$ cat src/rtl/core_ctrl_pkg.sv
// Shared definitions for the multi-cycle RV32I control sequencer: FSM states,
// opcode classes, ALU function codes and operand-B select codes.
package core_ctrl_pkg;

  typedef enum logic [2:0] {
    ST_FETCH,
    ST_DECODE,
    ST_EXEC,
    ST_MEM,
    ST_WB,
    ST_TRAP
  } state_t;

  typedef enum logic [2:0] {
    CL_OP,
    CL_OPIMM,
    CL_LOAD,
    CL_STORE,
    CL_BRANCH,
    CL_ILLEGAL
  } op_class_t;

  localparam logic [6:0] OPC_OP     = 7'b0110011;
  localparam logic [6:0] OPC_OPIMM  = 7'b0010011;
  localparam logic [6:0] OPC_LOAD   = 7'b0000011;
  localparam logic [6:0] OPC_STORE  = 7'b0100011;
  localparam logic [6:0] OPC_BRANCH = 7'b1100011;

  localparam logic [3:0] ALU_ADD  = 4'd0;
  localparam logic [3:0] ALU_SUB  = 4'd1;
  localparam logic [3:0] ALU_SLL  = 4'd2;
  localparam logic [3:0] ALU_SLT  = 4'd3;
  localparam logic [3:0] ALU_SLTU = 4'd4;
  localparam logic [3:0] ALU_XOR  = 4'd5;
  localparam logic [3:0] ALU_SRL  = 4'd6;
  localparam logic [3:0] ALU_SRA  = 4'd7;
  localparam logic [3:0] ALU_OR   = 4'd8;
  localparam logic [3:0] ALU_AND  = 4'd9;

  localparam logic [1:0] OPB_RSB = 2'd0;
  localparam logic [1:0] OPB_PC  = 2'd1;
  localparam logic [1:0] OPB_IMI = 2'd2;
  localparam logic [1:0] OPB_IMS = 2'd3;

  function automatic op_class_t classify(input logic [6:0] opcode);
    case (opcode)
      OPC_OP:     classify = CL_OP;
      OPC_OPIMM:  classify = CL_OPIMM;
      OPC_LOAD:   classify = CL_LOAD;
      OPC_STORE:  classify = CL_STORE;
      OPC_BRANCH: classify = CL_BRANCH;
      default:    classify = CL_ILLEGAL;
    endcase
  endfunction

endpackage

$ cat src/rtl/alu_fun_decode.sv
// Maps opcode class, funct3 and funct7[5] to the ALU function code.
module alu_fun_decode
  import core_ctrl_pkg::*;
(
  input  op_class_t   op_class,
  input  logic [2:0]  funct3,
  input  logic        funct7_b5,
  output logic [3:0]  alu_fun
);

  always_comb begin
    alu_fun = ALU_ADD;
    case (op_class)
      CL_OP, CL_OPIMM: begin
        case (funct3)
          // OP-IMM has no SUBI: bit 30 there is immediate data
          3'b000: alu_fun = (op_class == CL_OP && funct7_b5) ? ALU_SUB : ALU_ADD;
          3'b001: alu_fun = ALU_SLL;
          3'b010: alu_fun = ALU_SLT;
          3'b011: alu_fun = ALU_SLTU;
          3'b100: alu_fun = ALU_XOR;
          3'b101: alu_fun = funct7_b5 ? ALU_SRA : ALU_SRL;
          3'b110: alu_fun = ALU_OR;
          default: alu_fun = ALU_AND;
        endcase
      end
      CL_BRANCH: alu_fun = ALU_SUB;
      default:   alu_fun = ALU_ADD;
    endcase
  end

endmodule

$ cat src/rtl/multicycle_ctrl.sv
// Multi-cycle FETCH/DECODE/EXEC/MEM/WB sequencer for the RV32I datapath.
// Outputs are decoded combinationally from the state and the latched instruction.
module multicycle_ctrl
  import core_ctrl_pkg::*;
(
  input  logic        clk,
  input  logic        reset,
  input  logic [31:0] io_inst,
  output logic        io_imem_req,
  input  logic        io_imem_ack,
  output logic        io_dmem_req,
  output logic        io_dmem_we,
  input  logic        io_dmem_ack,
  input  logic        io_br_taken,
  output logic        io_ir_we,
  output logic [1:0]  io_opb_sel,
  output logic [3:0]  io_alu_fun,
  output logic        io_rf_we,
  output logic        io_wb_sel,
  output logic        io_pc_we,
  output logic        io_pc_sel,
  output logic        io_illegal
);

  state_t    state;
  op_class_t op_class;
  logic [3:0] dec_fun;
  logic [1:0] dec_opb;
  logic       unused_inst_bits;

  assign op_class = classify(io_inst[6:0]);
  assign unused_inst_bits = ^{io_inst[31], io_inst[29:15], io_inst[11:7]};

  alu_fun_decode u_alu_fun_decode (
    .op_class (op_class),
    .funct3   (io_inst[14:12]),
    .funct7_b5(io_inst[30]),
    .alu_fun  (dec_fun)
  );

  always_comb begin
    case (op_class)
      CL_STORE:           dec_opb = OPB_IMS;
      CL_OPIMM, CL_LOAD:  dec_opb = OPB_IMI;
      default:            dec_opb = OPB_RSB;
    endcase
  end

  always_ff @(posedge clk) begin
    if (reset) begin
      state <= ST_FETCH;
    end else begin
      case (state)
        ST_FETCH:  if (io_imem_ack) state <= ST_DECODE;
        ST_DECODE: state <= (op_class == CL_ILLEGAL) ? ST_TRAP : ST_EXEC;
        ST_EXEC: begin
          case (op_class)
            CL_BRANCH:         state <= ST_FETCH;
            CL_LOAD, CL_STORE: state <= ST_MEM;
            default:           state <= ST_WB;
          endcase
        end
        ST_MEM: begin
          if (io_dmem_ack) state <= (op_class == CL_STORE) ? ST_FETCH : ST_WB;
        end
        ST_WB:   state <= ST_FETCH;
        ST_TRAP: state <= ST_TRAP;
        default: state <= ST_FETCH;
      endcase
    end
  end

  // Everything is forced low while reset is sampled, abandoning any open request.
  always_comb begin
    io_imem_req = 1'b0;
    io_dmem_req = 1'b0;
    io_dmem_we  = 1'b0;
    io_ir_we    = 1'b0;
    io_opb_sel  = OPB_RSB;
    io_alu_fun  = ALU_ADD;
    io_rf_we    = 1'b0;
    io_wb_sel   = 1'b0;
    io_pc_we    = 1'b0;
    io_pc_sel   = 1'b0;
    io_illegal  = 1'b0;
    if (!reset) begin
      case (state)
        ST_FETCH: begin
          io_imem_req = 1'b1;
          io_ir_we    = io_imem_ack;
        end
        ST_EXEC: begin
          io_opb_sel = dec_opb;
          io_alu_fun = dec_fun;
          if (op_class == CL_BRANCH) begin
            io_pc_we  = 1'b1;
            io_pc_sel = io_br_taken;
          end
        end
        ST_MEM: begin
          io_opb_sel  = dec_opb;
          io_alu_fun  = dec_fun;
          io_dmem_req = 1'b1;
          io_dmem_we  = (op_class == CL_STORE);
          io_pc_we    = (op_class == CL_STORE) && io_dmem_ack;
        end
        ST_WB: begin
          io_rf_we  = 1'b1;
          io_wb_sel = (op_class == CL_LOAD);
          io_pc_we  = 1'b1;
        end
        ST_TRAP: io_illegal = 1'b1;
        default: ;
      endcase
    end
  end

endmodule

$ cat config.mk
export PLATFORM = sky130hd
export DESIGN_NAME = multicycle_ctrl
export DESIGN_NICKNAME = d
export VERILOG_FILES = /design/src/rtl/core_ctrl_pkg.sv /design/src/rtl/alu_fun_decode.sv /design/src/rtl/multicycle_ctrl.sv
export SDC_FILE = /design/constraint.sdc
export NUM_CORES = 1
export LEC_CHECK = 0
export BUFFER_PORTS_ARGS = -buffer_cell sky130_fd_sc_hd__buf_2
export CORE_UTILIZATION = 32
export CTS_CLUSTER_DIAMETER = 80
export CTS_CLUSTER_SIZE = 40
export DETAILED_ROUTE_END_ITERATION = 8
export HOLD_SLACK_MARGIN = 0.03
export MAX_ROUTING_LAYER = met4
export PLACE_DENSITY = 0.77
export REMOVE_ABC_BUFFERS = 1
export SKIP_CTS_REPAIR_TIMING = 1
export SLEW_MARGIN = 20
export SYNTH_ARGS = -nofsm -noshare
export SYNTH_HDL_FRONTEND = slang
export SYNTH_SLANG_ARGS = --single-unit
$ cat constraint.sdc
create_clock -name clk -period 1.5 [get_ports clk]
set_input_delay 0.225 -clock clk [delete_from_list [all_inputs] [get_ports clk]]
set_output_delay 0.225 -clock clk [all_outputs]
set_load 0.03 [all_outputs]
==> results of run 1 <==
per-layer routing:
| metal | routed length (µm) | up-vias |
|---|---|---|
| li1 | - | 327 |
| met1 | 624 | 285 |
| met2 | 676 | 25 |
| met3 | 88 | 0 |
| met4 | 0 | 0 |
| met5 | 0 | - |
where the power goes:
group          leakage (nW)  total (mW)  switching, mW  internal [mW]
logic                 0.322       0.159         0.0885         0.0704
clock network        0.0150       0.152         0.0521          0.100
registers            0.0250      0.0897        0.00429         0.0854
total                 0.362       0.401          0.145          0.256
kinds of logic after synthesis:
family,after synthesis
and+or+nand+nor,34
buffers and inverters,8
adders and majority gates,1
AOI/OAI and AO/OA,21
DFF,3
path summary, 6_finish.rpt:
kind	startpoint	slack, ps	endpoint	cells after the start
setup / recovery	state[2]$_SDFFE_PP0P_	-250	io_pc_we	5
hold / removal	io_dmem_ack	300	state[1]$_SDFFE_PP0P_	3
setup reg to reg	state[0]$_SDFFE_PP0P_	170	state[2]$_SDFFE_PP0P_	5
hold reg to reg	state[2]$_SDFFE_PP0P_	650	state[1]$_SDFFE_PP0P_	2
worst register-to-register path, stage by stage (launching register included):
cell and delay (ps):
dfxtp_1 330, buf_4 190, inv_4 50, maj3_2 300, a211o_1 270, a21oi_2 120
metrics by stage:
| stage | hold slack (ps) | setup TNS (ps) | util | power [mW] | std cells |
|---|---|---|---|---|---|
| global route | 311 | -2570 | 0.598 | 0.429 | 123 |
| floorplan | 291 | -2120 | - | 0.168 | 65 |
| global placement | 539 | -62.4 | 0.517 | 0.227 | 119 |
| finish | 303 | -1530 | 0.598 | 0.401 | 123 |
| detailed placement | 540 | -203 | 0.517 | 0.230 | 119 |
| CTS | 293 | -2090 | 0.537 | 0.383 | 123 |
cells in the final DEF (no fill, tap or decap), drive strengths merged:
cell type / count
nor4b: 1
a211o: 1
or3: 1
o21ai: 5
o31ai: 1
nor2: 9
a311oi: 1
buf: 36
maj3: 1
nor3b: 2
a31oi: 1
a21o: 1
nand2: 7
nor3: 1
a31o: 1
inv: 6
o21bai: 2
nand4: 2
nand3: 2
dfxtp: 3
a221oi: 1
nand4bb: 1
nor4: 1
clkbuf: 7
and4bb: 1
and3: 1
a211oi: 1
nor2b: 2
and2: 3
o21a: 1
a21oi: 5
cell type report:
type / count / area (µm²)
Multi-Input combinational cell: 56 / 392
Sequential cell: 3 / 61.3
Timing Repair Buffer: 39 / 265
Inverter: 6 / 25.0
Tap cell: 15 / 18.8
Fill cell: 111 / 529
Clock buffer: 4 / 26.3
==> out/metrics.yaml, run 1 <==
status:
  status: "finished, violations left"
  violations: "negative setup slack"
clock_tree:
  tritoncts: "done"
  cts_root_buf: "clkbuf_4"
  cts.path.max_buffers: 2
  clkLatencyLatePin_ps: 240
  clkTransAtPathRegs_ps: 40
  htree_levels: 1
  clkSinkCount: 3
  cts_made_buffers: 3
routing:
  dr.pass1.iters: 4
  vias: 637
  drcViolationCount: 0
  drt_iter0_markers: 16
  drt_wl_total_um: 1390
  detail_route.wl_per_cell_um: 11.3
  route.antenna.remaining_nets: 0
  drt-vias-per-instance: 5.18
synthesis:
  yosysSeqAreaShare: 0.130
  syn_area_um2: 460
  synth_warnings: 0
  synth_cell_type_count: 36
  yosys.area.top_type_share: 0.130
  ys_ff_latch: 3
  synth_flop_cell: "dfxtp_1"
  netlist_top_cells_count: "nor2_1 (9), nand2_1 (7), inv_1 (5), a21oi_1 (4), o21ai_0 (4)"
  synth_edf_count: 0
  synth_area_leaders: "dfxtp_1 (13%), nor2_1 (7.3%), nand2_1 (5.7%)"
  synth_fa_ha_area_frac: 0.0245
  yosys.area.top_type: "dfxtp_1"
  avgSynthCellArea_um2: 6.87
  synth-compound-area-share: 0.318
  synth_top_family_by_area: "simple AND/OR/NAND/NOR gates"
  synth_most_common_cell: "nor2_1"
  synth_simple_gate_area_share: 0.438
  ys_async_sr_fraction: 0
  synthMuxAreaShare: 0
  synth_cells: 67
  synth-xor-area-share: 0
power:
  pwr_density_cell_mw_per_mm2: 509
  peakVddDrop_mv: 0.337
  cellLeakagePower_nw: 0.362
global_route:
  grt_max_degree: 10
  use_met1: 0.209
  grt_pass1_wl_um: 1840
  use_met2: 0.266
  grt_remaining_overflow: 0
  grtUsageMet3: 0.0500
  grt_pass1_vias: 471
  antenna_found_initial: 0
  track_usage: 0.174
  busiest_layer: "met2"
critical_path:
  worstPathCellList: "nor3b_4 -> nand4_1 -> o21ai_1 -> a31o_1 -> buf_6"
  arrival_ps: 1520
  path_delay_family: "simple AND/OR/NAND/NOR gates"
  crit_path_top_delay_cell: "dfxtp_2"
  cpPeakStageDelay_ps: 340
  crit_path_end_kind: "output pin"
  worstPathMaxFanout: 5
  cp-start-kind: "flip-flop"
  critPathBufInv: 1
  cp.required_ps: 1270
  crit_type: "reg2out"
layout:
  reg_top3: "state x3"
  top_register: "state"
  finalNetCount: 146
  design_area_um2: 788
  antenna_cells: 0
  drive_gt1_frac: 0.519
  area_growth_pct: 71.2
  largest_reg_flops: 3
hold_path:
  hold_class: "in2reg"
timing:
  fin_crit_sh: 1.16
  fmax_mhz: 573
  worst_pin_slew_ps: 291
  fin_skew_ps: 4.68
  final-setup-viol-count: 10
  finalMaxSlewViolations: 0
  rsz0062_at_grt: "yes"
  fin_ws_ps: -247
  period_minus_slack_ps: 1750
  finalHoldViolations: 0
  timing.slew.headroom: 0.804
placement:
  place_area_um2: 681
  pre_cts_ws_ps: -66.6
  dp_hpwl_um: 1030
  io_buffer_count: 30
  gp_congestion: 0.849
floorplan:
  io-pin-count: 52
  start_util: 0.349
  fp.dieArea_mm2: 0.00159
  die_w_um: 39.9
  core_area_mm2: 0.00132
  rows: 13
  die_y_um: 39.9
run:
  maxCapViolations: 0
No activity file was read; power rests on OpenSTA's default activity.
==> run 2, diff against run 1 <==
==> constraint.sdc (replaced) <==
create_clock -name clk -period 1.8 [get_ports clk]
set_input_delay 0.27 -clock clk [delete_from_list [all_inputs] [get_ports clk]]
set_output_delay 0.27 -clock clk [all_outputs]
set_load 0.03 [all_outputs]
==> run 2 against run 1 <==
Effect of this change:
- critical path type unchanged
- utilization fell by 6.5 points
- final cell count fell by 4.1%
- die area did not move
- the run now ends clean
- hold slack got worse by 1.3 ps
- design area fell by 11%
- combinational power fell by 33%
- highest routed layer is now met4
- largest cell class unchanged
- sequential share of layout area rose by 1.3 points
- first-iteration DRC count rose by 13%
==> out/metrics.yaml, run 2 (same netlist as run 1, synthesis figures left out) <==
hold_path:
  hold_start: "reset"
  hold_class: "in2reg"
  hold_end: "state[0]$_SDFFE_PP0P_"
  hold_depth: 2
routing:
  drt_iter0_markers: 18
  route.antenna.remaining_nets: 0
  detail_route.wl_per_cell_um: 11.0
  dr.pass1.iters: 4
  drt_wl_total_um: 1300
  drcViolationCount: 0
  drt-vias-per-instance: 5.23
  vias: 617
timing:
  fin_skew_ps: 4.33
  fmax_mhz: 562
  final-setup-viol-count: 0
  timing.slew.headroom: 0.810
  period_minus_slack_ps: 1780
  finalMaxSlewViolations: 0
  fin_crit_sh: 0.989
  rsz0062_at_grt: "yes"
  tns_ps: 0
  finalHoldViolations: 0
  fin_ws_ps: 20.0
  worst_pin_slew_ps: 283
placement:
  gp_congestion: 0.878
  dpl.cell_count: 113
  dp_hpwl_um: 1040
  io_buffer_count: 30
  pre_cts_ws_ps: 28.1
power:
  cellLeakagePower_nw: 0.335
  peakVddDrop_mv: 0.509
  pwr_density_cell_mw_per_mm2: 441
  fin_total_pwr_mw: 0.310
floorplan:
  io-pin-count: 52
  die_y_um: 39.9
  start_util: 0.349
  core_area_mm2: 0.00132
  die_w_um: 39.9
  rows: 13
  fp.dieArea_mm2: 0.00159
run:
  maxCapViolations: 0
layout:
  seq_area_um2: 63.8
  antenna_cells: 0
  multiInputGateArea_um2: 378
  reg_top3: "state x3"
  layout_common_cells: "buf_2 (27), nor2_1 (8), nand2_1 (7)"
  top_register: "state"
  drive_gt1_frac: 0.495
  area_growth_pct: 52.7
  final_common_cell: "buf_2"
  num-fill-cells: 129
  layoutNonFillerInstCount: 118
  largest_reg_flops: 3
  final_core_util: 0.534
  finalNetCount: 141
clock_tree:
  htree_levels: 1
  tritoncts: "done"
  cts_made_buffers: 3
  cts.path.max_buffers: 2
  cts_root_buf: "clkbuf_4"
  clkSinkCount: 3
  clkLatencyLatePin_ps: 240
  clkTransAtPathRegs_ps: 40
critical_path:
  worstPathMaxFanout: 5
  crit_type: "reg2out"
  cp-start-kind: "flip-flop"
  arrival_ps: 1510
  cp.required_ps: 1530
  crit_path_end_kind: "output pin"
  reg2reg_depth: 4
  r2r_setup_slack_ps: 540
  crit_start: "state[2]$_SDFFE_PP0P_"
  r2r_start: "state[0]$_SDFFE_PP0P_"
  r2r_end: "state[2]$_SDFFE_PP0P_"
global_route:
  grt_max_degree: 11
  grt_remaining_overflow: 0
  track_usage: 0.178
  antenna_found_initial: 0
  grt_pass1_vias: 453
  grt_pass1_wl_um: 1880
status:
  status: "complete, no violations"
## run 2: cell count changes in the layout (fill, tap and decap cells not counted), sizes merged
cell and change:
clkbuf -3, buf -2
## run 2: layout make-up
class | instances | area share
multi-input combinational | 56 | 0.537
timing repair buffer | 34 | 0.272
sequential | 3 | 0.0907
clock buffer | 4 | 0.0374
inverter | 6 | 0.0356
tap | 15 | 0.0267
## run 2: power by group
group / switching (mW) / internal (mW) / leakage (nW) / total [mW]
Combinational: 0.0621 / 0.0439 / 0.295 / 0.106
Sequential: 0.0104 / 0.0719 / 0.0258 / 0.0823
Clock: 0.0382 / 0.0833 / 0.0150 / 0.121
Total: 0.111 / 0.199 / 0.335 / 0.310
## run 2: through the flow
| stage | hold slack, ps | cell area (µm²) |
|---|---|---|
| after global placement | 549 | 636 |
| after CTS | 306 | 662 |
| final | 302 | 703 |
| after global routing | 304 | 703 |
| after floorplan | 336 | 444 |
| after detailed placement | 546 | 636 |
## run 2: worst max path at each step
stage | endpoint | slack, ps | depth (start not counted)
floorplan | io_ir_we | -330 | 2
global placement | io_alu_fun[0] | 80 | 6
detailed placement | io_alu_fun[0] | 30 | 6
CTS | io_wb_sel | -10 | 5
global route | io_pc_we | -60 | 5
finish | io_pc_we | 20 | 5
## run 2: metal layers
| metal | global-route usage | share of wire |
|---|---|---|
| met1 | 0.238 | 0.45 |
| met2 | 0.258 | 0.50 |
| met3 | 0.0333 | 0.042 |
| met4 | 0.0776 | 0.010 |
| met5 | - | 0 |
## run 2: worst max-delay path, stage by stage (launching register included)
cell	delay, ps
dfxtp_2	340
nor3b_4	270
nand4_1	220
o21ai_1	180
a31o_1	120
buf_6	130
==> run 3, diff against run 2 <==
--- a/config.mk
+++ b/config.mk
@@ -14,6 +14,7 @@
 export MAX_ROUTING_LAYER = met4
 export PLACE_DENSITY = 0.77
 export REMOVE_ABC_BUFFERS = 1
+export SETUP_SLACK_MARGIN = 0.4
 export SKIP_CTS_REPAIR_TIMING = 1
 export SLEW_MARGIN = 20
 export SYNTH_ARGS = -nofsm -noshare
==> run 3 against run 2 <==
Effect of this change:
- the run now ends with negative setup slack left
- non-clock buffer count rose by 1
- wire length up 5.7%
- design area rose by 11%
- utilization up 6.0 points
- critical path depth is the same
- setup slack lost 24 ps
==> out/metrics.yaml, run 3 (same netlist as run 1, synthesis figures left out) <==
clock_tree:
  cts_root_buf: "clkbuf_4"
  cts.path.max_buffers: 2
  htree_levels: 1
  clkLatencyLatePin_ps: 240
  clkTransAtPathRegs_ps: 40
  cts_made_buffers: 3
  clkSinkCount: 3
  tritoncts: "done"
placement:
  gp_congestion: 0.878
  pre_cts_ws_ps: 28.1
  dp_hpwl_um: 1040
  io_buffer_count: 30
critical_path:
  arrival_ps: 1530
  r2r_start: "state[0]$_SDFFE_PP0P_"
  reg2reg_depth: 4
  r2r_end: "state[2]$_SDFFE_PP0P_"
  cp.required_ps: 1530
  cp-start-kind: "flip-flop"
  worstPathMaxFanout: 5
  crit_path_end_kind: "output pin"
  crit_type: "reg2out"
  r2r_setup_slack_ps: 520
timing:
  fmax_mhz: 554
  final-setup-viol-count: 1
  finalHoldViolations: 0
  fin_skew_ps: 4.45
  period_minus_slack_ps: 1800
  finalMaxSlewViolations: 0
  rsz0062_at_grt: "yes"
  timing.slew.headroom: 0.811
  worst_pin_slew_ps: 281
  fin_ws_ps: -3.64
  fin_crit_sh: 1.00
global_route:
  grt_remaining_overflow: 0
  grt_max_degree: 11
  track_usage: 0.178
  grt_pass1_wl_um: 1880
  grt_pass1_vias: 453
  antenna_found_initial: 0
floorplan:
  die_y_um: 39.9
  die_w_um: 39.9
  core_area_mm2: 0.00132
  rows: 13
  io-pin-count: 52
  start_util: 0.349
  fp.dieArea_mm2: 0.00159
power:
  pwr_density_cell_mw_per_mm2: 402
  peakVddDrop_mv: 0.514
  cellLeakagePower_nw: 0.345
routing:
  drt_iter0_markers: 18
  drt_wl_total_um: 1380
  vias: 641
  drcViolationCount: 0
  dr.pass1.iters: 4
  route.antenna.remaining_nets: 0
  drt-vias-per-instance: 5.39
  detail_route.wl_per_cell_um: 11.6
layout:
  multiInputGateArea_um2: 404
  top_register: "state"
  finalNetCount: 142
  final_core_util: 0.594
  area_growth_pct: 69.8
  antenna_cells: 0
  largest_reg_flops: 3
  layout_common_cells: "buf_2 (18), nand2_1 (7), buf_4 (7), buf_6 (7), clkbuf_4 (6)"
  seq_area_um2: 63.8
  final_common_cell: "buf_2"
  num-fill-cells: 122
  reg_top3: "state x3"
  drive_gt1_frac: 0.558
hold_path:
  hold_end: "state[0]$_SDFFE_PP0P_"
  hold_depth: 2
  hold_class: "in2reg"
  hold_start: "reset"
status:
  status: "finished, violations left"
  violations: "negative setup slack"
run:
  maxCapViolations: 0
[run 3: cell types whose count changed in the layout (fill, tap and decap cells not counted), sizes merged]
cell	previous run	this run
buf	34	32
clkbuf	4	7
[run 3: routing by layer]
| layer | vias up | GRT usage | share of wire |
|---|---|---|---|
| met1 | 290 | 0.238 | 0.43 |
| li1 | 319 | - | - |
| met4 | 0 | 0.0776 | 0.0094 |
| met5 | - | - | 0 |
| met2 | 30 | 0.258 | 0.51 |
| met3 | 2 | 0.0333 | 0.049 |
[run 3: layout make-up]
type	instances	area share
Clock buffer	4	0.0336
Inverter	6	0.0320
Multi-Input combinational cell	56	0.517
Sequential cell	3	0.0816
Tap cell	15	0.0240
Timing Repair Buffer	35	0.312
[run 3: how the worst max path moves through the flow]
stage | startpoint | end | cells after the start
after floorplan | state[0]$_SDFFE_PP0P_ | io_ir_we | 2
after global placement | io_inst[2] | io_alu_fun[0] | 6
after detailed placement | io_inst[2] | io_alu_fun[0] | 6
after CTS | state[1]$_SDFFE_PP0P_ | io_wb_sel | 5
after global routing | state[2]$_SDFFE_PP0P_ | io_pc_we | 5
final | state[2]$_SDFFE_PP0P_ | io_pc_we | 5
[run 3: critical path: stages (launching register included)]
cell	delay, ps
dfxtp_2	340
nor3b_4	260
nand4_1	230
o21ai_1	200
a31o_1	130
buf_6	130
[run 3: through the flow]
step                      instance area [µm²]  instances  hold WS, ps  TNS, ps  power [mW]
after global routing                      782        119          304    -75.7       0.333
final                                     782        119          304    -3.64       0.315
after detailed placement                  636        113          546        0       0.184
after floorplan                           444         65          336     -696       0.140
after global placement                    636        113          549        0       0.181
after CTS                                 662        117          306    -10.2       0.305
[run 3: power by group]
group          total [mW]  leakage [nW]  switching [mW]  internal [mW]
clock network       0.122        0.0150          0.0382         0.0833
logic               0.110         0.304          0.0649         0.0448
registers          0.0833        0.0258          0.0114         0.0719
total               0.315         0.345           0.115          0.200
